$ cat src/rtl/vec_seq_ctrl.sv
// vec_seq_ctrl: feeds operand bytes and single-cycle load/enable strobes to the 4-lane datapath.
// Latency: first strobe 1 cycle after command (MAC/FLUSH) or operand (LOAD) accept; done rides with the final strobe.
// Backpressure: waits with all strobes low while data_valid is low; VSEQ_TIMEOUT_EN aborts a wait after TIMEOUT cycles.
module vec_seq_ctrl #(
  parameter int DW      = 8,
  parameter int TIMEOUT = 16
) (
  input  logic          clk,
  input  logic          rst,
  input  logic          cmd_valid,
  input  logic [1:0]    cmd_op,
  output logic          cmd_ready,
  input  logic [DW-1:0] data_in,
  input  logic          data_valid,
  output logic          data_ready,
  output logic [DW-1:0] din,
  output logic          en_a1, en_a2, en_a3, en_a4,
  output logic          en_b1, en_b2, en_b3, en_b4,
  output logic          save_c,
  output logic          en_add1_1, en_add1_2, en_add1_3, en_add1_4,
  output logic          en_add2_1, en_add2_2, en_add2_3, en_add2_4,
  output logic          en_f1, en_f2, en_f3, en_f4,
  output logic          busy,
  output logic          done,
  output logic          err
);

  localparam logic [2:0] S_IDLE = 3'd0, S_LOAD = 3'd1, S_MUL = 3'd2, S_ADD1 = 3'd3,
                         S_ADD2 = 3'd4, S_OUT = 3'd5, S_DONE = 3'd6;
  localparam logic [1:0] OP_MAC = 2'b10, OP_FLUSH = 2'b11;

  logic [2:0]    r_state, w_state_nxt;
  logic [1:0]    r_ln, w_ln_nxt, w_ln_inc;
  logic [1:0]    r_op;
  logic          w_cmd_acc, w_dat_acc, w_tmo;
  logic [DW-1:0] r_din, w_din;
  logic [3:0]    r_en_a, r_en_b, r_add1, r_add2, r_f;
  logic [3:0]    w_en_a, w_en_b, w_add1, w_add2, w_f;
  logic          r_save_c, r_done, w_save_c, w_done;

  assign cmd_ready  = (r_state == S_IDLE);
  assign busy       = (r_state != S_IDLE);
  assign data_ready = (r_state == S_LOAD) || (r_state == S_MUL);
  assign w_cmd_acc  = cmd_valid && cmd_ready;
  assign w_dat_acc  = data_valid && data_ready;
  assign w_ln_inc   = r_ln + 2'd1;

`ifdef VSEQ_TIMEOUT_EN
  localparam int CW = $clog2(TIMEOUT + 1);
  logic [CW-1:0] r_tmo;
  logic          r_err;

  // The edge that would bring the stall count to TIMEOUT aborts the wait.
  assign w_tmo = data_ready && !data_valid && (r_tmo == CW'(TIMEOUT - 1));
  assign err   = r_err;

  // Stall counter: counts wait cycles without an accept, clears otherwise.
  always_ff @(posedge clk) begin
    if (rst) begin
      r_tmo <= '0;
      r_err <= 1'b0;
    end else begin
      r_err <= w_tmo;
      if (data_ready && !data_valid && !w_tmo) r_tmo <= r_tmo + 1'b1;
      else                                     r_tmo <= '0;
    end
  end
`else
  // No stall limit in this build: waits are unbounded and err never fires.
  assign w_tmo = 1'b0;
  assign err   = (TIMEOUT < 0);
`endif

  // State register plus latched command opcode.
  always_ff @(posedge clk) begin
    if (rst) begin
      r_state <= S_IDLE;
      r_ln    <= 2'd0;
      r_op    <= 2'b00;
    end else begin
      r_state <= w_state_nxt;
      r_ln    <= w_ln_nxt;
      if (w_cmd_acc) r_op <= cmd_op;
    end
  end

  // Next-state logic: walks lanes through each operation's fixed strobe order.
  always_comb begin
    w_state_nxt = r_state;
    w_ln_nxt    = r_ln;
    case (r_state)
      S_IDLE: if (w_cmd_acc) begin
        w_ln_nxt = 2'd0;
        case (cmd_op)
          OP_MAC:   w_state_nxt = S_MUL;
          OP_FLUSH: w_state_nxt = S_OUT;
          default:  w_state_nxt = S_LOAD;
        endcase
      end
      S_LOAD: begin
        if (w_tmo) w_state_nxt = S_IDLE;
        else if (w_dat_acc) begin
          if (r_ln == 2'd3) w_state_nxt = S_DONE;
          else              w_ln_nxt    = w_ln_inc;
        end
      end
      S_MUL: begin
        if (w_tmo)          w_state_nxt = S_IDLE;
        else if (w_dat_acc) w_state_nxt = S_ADD1;
      end
      S_ADD1: w_state_nxt = S_ADD2;
      S_ADD2: w_state_nxt = (r_ln == 2'd3) ? S_DONE : S_OUT;
      S_OUT: begin
        if (r_op == OP_FLUSH) begin
          if (r_ln == 2'd2) w_state_nxt = S_DONE;
          w_ln_nxt = w_ln_inc;
        end else begin
          w_state_nxt = S_MUL;
          w_ln_nxt    = w_ln_inc;
        end
      end
      default: w_state_nxt = S_IDLE;
    endcase
  end

  // Output logic: next values of the registered strobes, din and done.
  always_comb begin
    w_din    = r_din;
    w_en_a   = 4'd0;
    w_en_b   = 4'd0;
    w_add1   = 4'd0;
    w_add2   = 4'd0;
    w_f      = 4'd0;
    w_save_c = 1'b0;
    w_done   = 1'b0;
    case (r_state)
      S_IDLE: if (w_cmd_acc) begin
        if (cmd_op == OP_MAC)   w_save_c = 1'b1;
        if (cmd_op == OP_FLUSH) w_f[0]   = 1'b1;
      end
      S_LOAD: if (w_dat_acc) begin
        w_din = data_in;
        if (r_op[0]) w_en_b[r_ln] = 1'b1;
        else         w_en_a[r_ln] = 1'b1;
        w_done = (r_ln == 2'd3);
      end
      S_MUL: if (w_dat_acc) begin
        w_din        = data_in;
        w_add1[r_ln] = 1'b1;
      end
      S_ADD1: w_add2[r_ln] = 1'b1;
      S_ADD2: begin
        w_f[r_ln] = 1'b1;
        w_done    = (r_ln == 2'd3);
      end
      S_OUT: begin
        if (r_op == OP_FLUSH) begin
          w_f[w_ln_inc] = 1'b1;
          w_done        = (r_ln == 2'd2);
        end else begin
          w_save_c = 1'b1;
        end
      end
      default: ;
    endcase
  end

  // Datapath-facing output registers; reset drops any strobe in flight.
  always_ff @(posedge clk) begin
    if (rst) begin
      r_din    <= '0;
      r_en_a   <= 4'd0;
      r_en_b   <= 4'd0;
      r_add1   <= 4'd0;
      r_add2   <= 4'd0;
      r_f      <= 4'd0;
      r_save_c <= 1'b0;
      r_done   <= 1'b0;
    end else begin
      r_din    <= w_din;
      r_en_a   <= w_en_a;
      r_en_b   <= w_en_b;
      r_add1   <= w_add1;
      r_add2   <= w_add2;
      r_f      <= w_f;
      r_save_c <= w_save_c;
      r_done   <= w_done;
    end
  end

  assign din    = r_din;
  assign save_c = r_save_c;
  assign done   = r_done;
  assign {en_a4, en_a3, en_a2, en_a1}                 = r_en_a;
  assign {en_b4, en_b3, en_b2, en_b1}                 = r_en_b;
  assign {en_add1_4, en_add1_3, en_add1_2, en_add1_1} = r_add1;
  assign {en_add2_4, en_add2_3, en_add2_2, en_add2_1} = r_add2;
  assign {en_f4, en_f3, en_f2, en_f1}                 = r_f;

endmodule

$ cat config.mk
export PLATFORM = sky130hd
export DESIGN_NAME = vec_seq_ctrl
export DESIGN_NICKNAME = d
export VERILOG_FILES = /design/src/rtl/vec_seq_ctrl.sv
export SDC_FILE = /design/constraint.sdc
export NUM_CORES = 1
export LEC_CHECK = 0
export BUFFER_PORTS_ARGS = -buffer_cell sky130_fd_sc_hd__buf_2
export CAP_MARGIN = 30
export CORE_AREA = 2 2 55 67
export CTS_CLUSTER_DIAMETER = 40
export DETAILED_ROUTE_END_ITERATION = 10
export DIE_AREA = 0 0 57 69
export PLACE_DENSITY = 0.87
export RECOVER_POWER = 50
export SLEW_MARGIN = 15
export SYNTH_ARGS = -nofsm -noshare
export SYNTH_HDL_FRONTEND = slang
export SYNTH_SLANG_ARGS = --single-unit
$ cat constraint.sdc
create_clock -name clk -period 4.27 [get_ports clk]
set_input_delay 0.427 -clock clk [delete_from_list [all_inputs] [get_ports clk]]
set_output_delay 0.427 -clock clk [all_outputs]
set_load 0.1 [all_outputs]
==> run summary <==
CTS tree = built
Peak VDD IR = 0.960 mV
Distinct cells, synth = 39
Average cell area after synthesis = 9.50 um2
First-pass GRT wire length = 5.18 mm
Max cap viols = 0
R2R depth = 4
PwrDens = 828 nW/um2
Vias in the first global route = 1129
Hold WC Path Type = input pin to register
Routability cong. = 0.815
Clock-pin slew on the worst setup and hold paths = 70 ps
Simple-Gate Fraction of Synth Area = 0.213
Syn Inst Count = 167
Placed standard-cell area = 1770 um2
Fin. Hold Viols = 0
Synth top area share = 0.467
Ys Warns = 0
Mapped Area = 1590 um2
Via count = 1274
HPWL after DPL = 2.19 mm
XOR/XNOR Fraction of Synth Area = 0.00552
Most frequent cells after synthesis = dfxtp_1, nor2_1, mux2i_1
Ant diodes = 0
Mux share of post-synthesis cell area = 0.0757
First drt pass iteration count = 4
Final Power = 1.55 mW
CTS hold repair buffers = 0
Initial antenna violation count = 0
Synth area leaders = dfxtp_1, mux2i_1, nor2_1, ha_1, buf_4
Die Span Y = 69 um
Die width = 57 um
Vias/cell = 5.20
Clock Sink Count = 37
NumNets Final = 226
Synth Area in Compound Gates = 0.115
Worst-Margin Slew = 1160 ps
Setup TNS = 0 ps
Pin count of the biggest net entering global routing = 25
Crit path DAT = 1800 ps
Slew HR = 0.228
Period utilisation layout = 0.521
WP data required = 3840 ps
Port Buffers = 46
DRT iter0 DRCs = 38
EDFF count, synth = 0
CTS buffer count = 5
Setup-failing EPs final = 0
CORE AREA = 3280 um2
Fillcell total = 336
Crit Path Category = register to output port
Mapped Nets = 186
Congestion Overflow GR = 0
Clk pwr share = 0.228
Hold Path Stages = 3
Int Pwr = 780 uW
Setup WS post-layout = 2040 ps
Setup crit start kind = register
DP Worst Slack = 2230 ps
Largest family of logic cells by synthesized area = simple AND/OR/NAND/NOR gates
Detail-routed net length per standard cell = 12.4 um
Flops & latches, synth = 37
Synth Area in Adders = 0.0394
Die area = 3930 um2
Comb power frac = 0.467
H-tree Lvls = 2
Clock Latency Late Sink = 290 ps
Setup Buffers After CTS = 0
FMAX = 449 MHz
Max Slew Vio Count = 0
Post-cts sizing count = 0
Starting density of the core = 0.484
Leakage = 0.754 nW
Minimum clock period = 2230 ps
ANT nets after route = 0
Area leader, netlist = dfxtp_1
Layout area overhead = 17.7%
CP endpoint kind = output port
Reg power frac = 0.305
Count leader, synth = dfxtp_1
Sequential-to-total area share from yosys stat = 0.467
Psw = 768 uW
Drt drc = 0
Total GRT Usage = 0.168
Total number of placement rows = 23
RSZ-0062 raised after global routing = no
Root buffer cell = clkbuf_8
CP max FO = 18
Share of cells above drive strength 1 = 0.159
Final clock skew = 7.89 ps
Sw frac = 0.496
Drt total wl = 3.04 mm
Final instance area = 1870 um2
Most used DFF post-synth = dfxtp_1
Async SR Flop Fraction = 0
Clock tree buffer depth = 2
I/O pin cnt = 48
Status = completed
## metal layers
metal,routed length (um),GRT usage
met5,0,0
met2,1490,0.269
met4,63,0.0853
met1,1300,0.201
met3,189,0.0507
## stage by stage
stage / util / cells / hold slack [ps]
final: 0.569 / 245 / 371
after global routing: 0.569 / 245 / 381
after CTS: 0.580 / 245 / 364
after detailed placement: 0.540 / 237 / 481
after global placement: 0.540 / 237 / 469
after floorplan: - / 167 / 461
## cell type report
cell class,count,area (um2),area share
Timing Repair Buffer,46,194,0.104
Tap cell,37,46.3,0.0248
Clock buffer,5,68.8,0.0368
Clock inverter,3,65.1,0.0348
Sequential cell,37,741,0.397
Multi-Input combinational cell,107,716,0.383
Inverter,10,37.5,0.0201
## path summary, 6_finish.rpt
path	start	endpoint	slack (ps)
worst min-delay path	data_in[4]	din[4]$_SDFFE_PP0P_	370
worst max register to register	r_state[1]$_SDFFE_PP0P_	din[0]$_SDFFE_PP0P_	2200
worst min register to register	din[2]$_SDFFE_PP0P_	din[2]$_SDFFE_PP0P_	500
worst max-delay path	r_state[1]$_SDFFE_PP0P_	data_ready	2040
## layout by cell type, fill, tap and decap left out, drive strengths merged, types with 2 or more instances in the layout
| master | count |
|---|---|
| nor2b | 2 |
| nor2 | 23 |
| mux2i | 12 |
| a21oi | 8 |
| bufinv | 2 |
| and3 | 4 |
| buf | 17 |
| o31ai | 2 |
| ha | 5 |
| o21ai | 5 |
| inv | 10 |
| a32oi | 3 |
| nor3 | 3 |
| nor4 | 6 |
| dfxtp | 37 |
| a21o | 4 |
| nand2b | 4 |
| nand2 | 9 |
| and2 | 5 |
| clkbuf | 34 |
## flip-flops by register name, summed over array words and instances, names as in the netlist
| name | count |
|---|---|
| din | 8 |
| done | 1 |
| r_add1 | 4 |
| r_add2 | 4 |
| r_en_a | 4 |
| r_en_b | 4 |
| r_f | 4 |
| r_ln | 2 |
| r_op | 2 |
| r_state | 3 |
| save_c | 1 |
## kinds of logic after synthesis
kind of cell / count (synthesis)
mux: 12
other cells: 1
simple gates: 62
fa+ha+maj: 5
compound gates: 26
buf+inv: 23
flops: 37
xor+xnor: 1
## power groups by stage
stage | logic (mW) | registers [mW] | clock network [mW]
6_report | 0.723 | 0.472 | 0.353
5_1_grt | 0.767 | 0.483 | 0.373
3_5_place_dp | 0.729 | 0.476 | 0
3_3_place_gp | 0.720 | 0.473 | 0
4_1_cts | 0.731 | 0.470 | 0.356
2_1_floorplan | 0.559 | 0.587 | 0
## critical path, stage by stage (launching register included)
cell	delay [ps]
dfxtp_1	770
xnor2_1	190
nor2_1	110
buf_2	440
(Power assumes the default switching activity.)
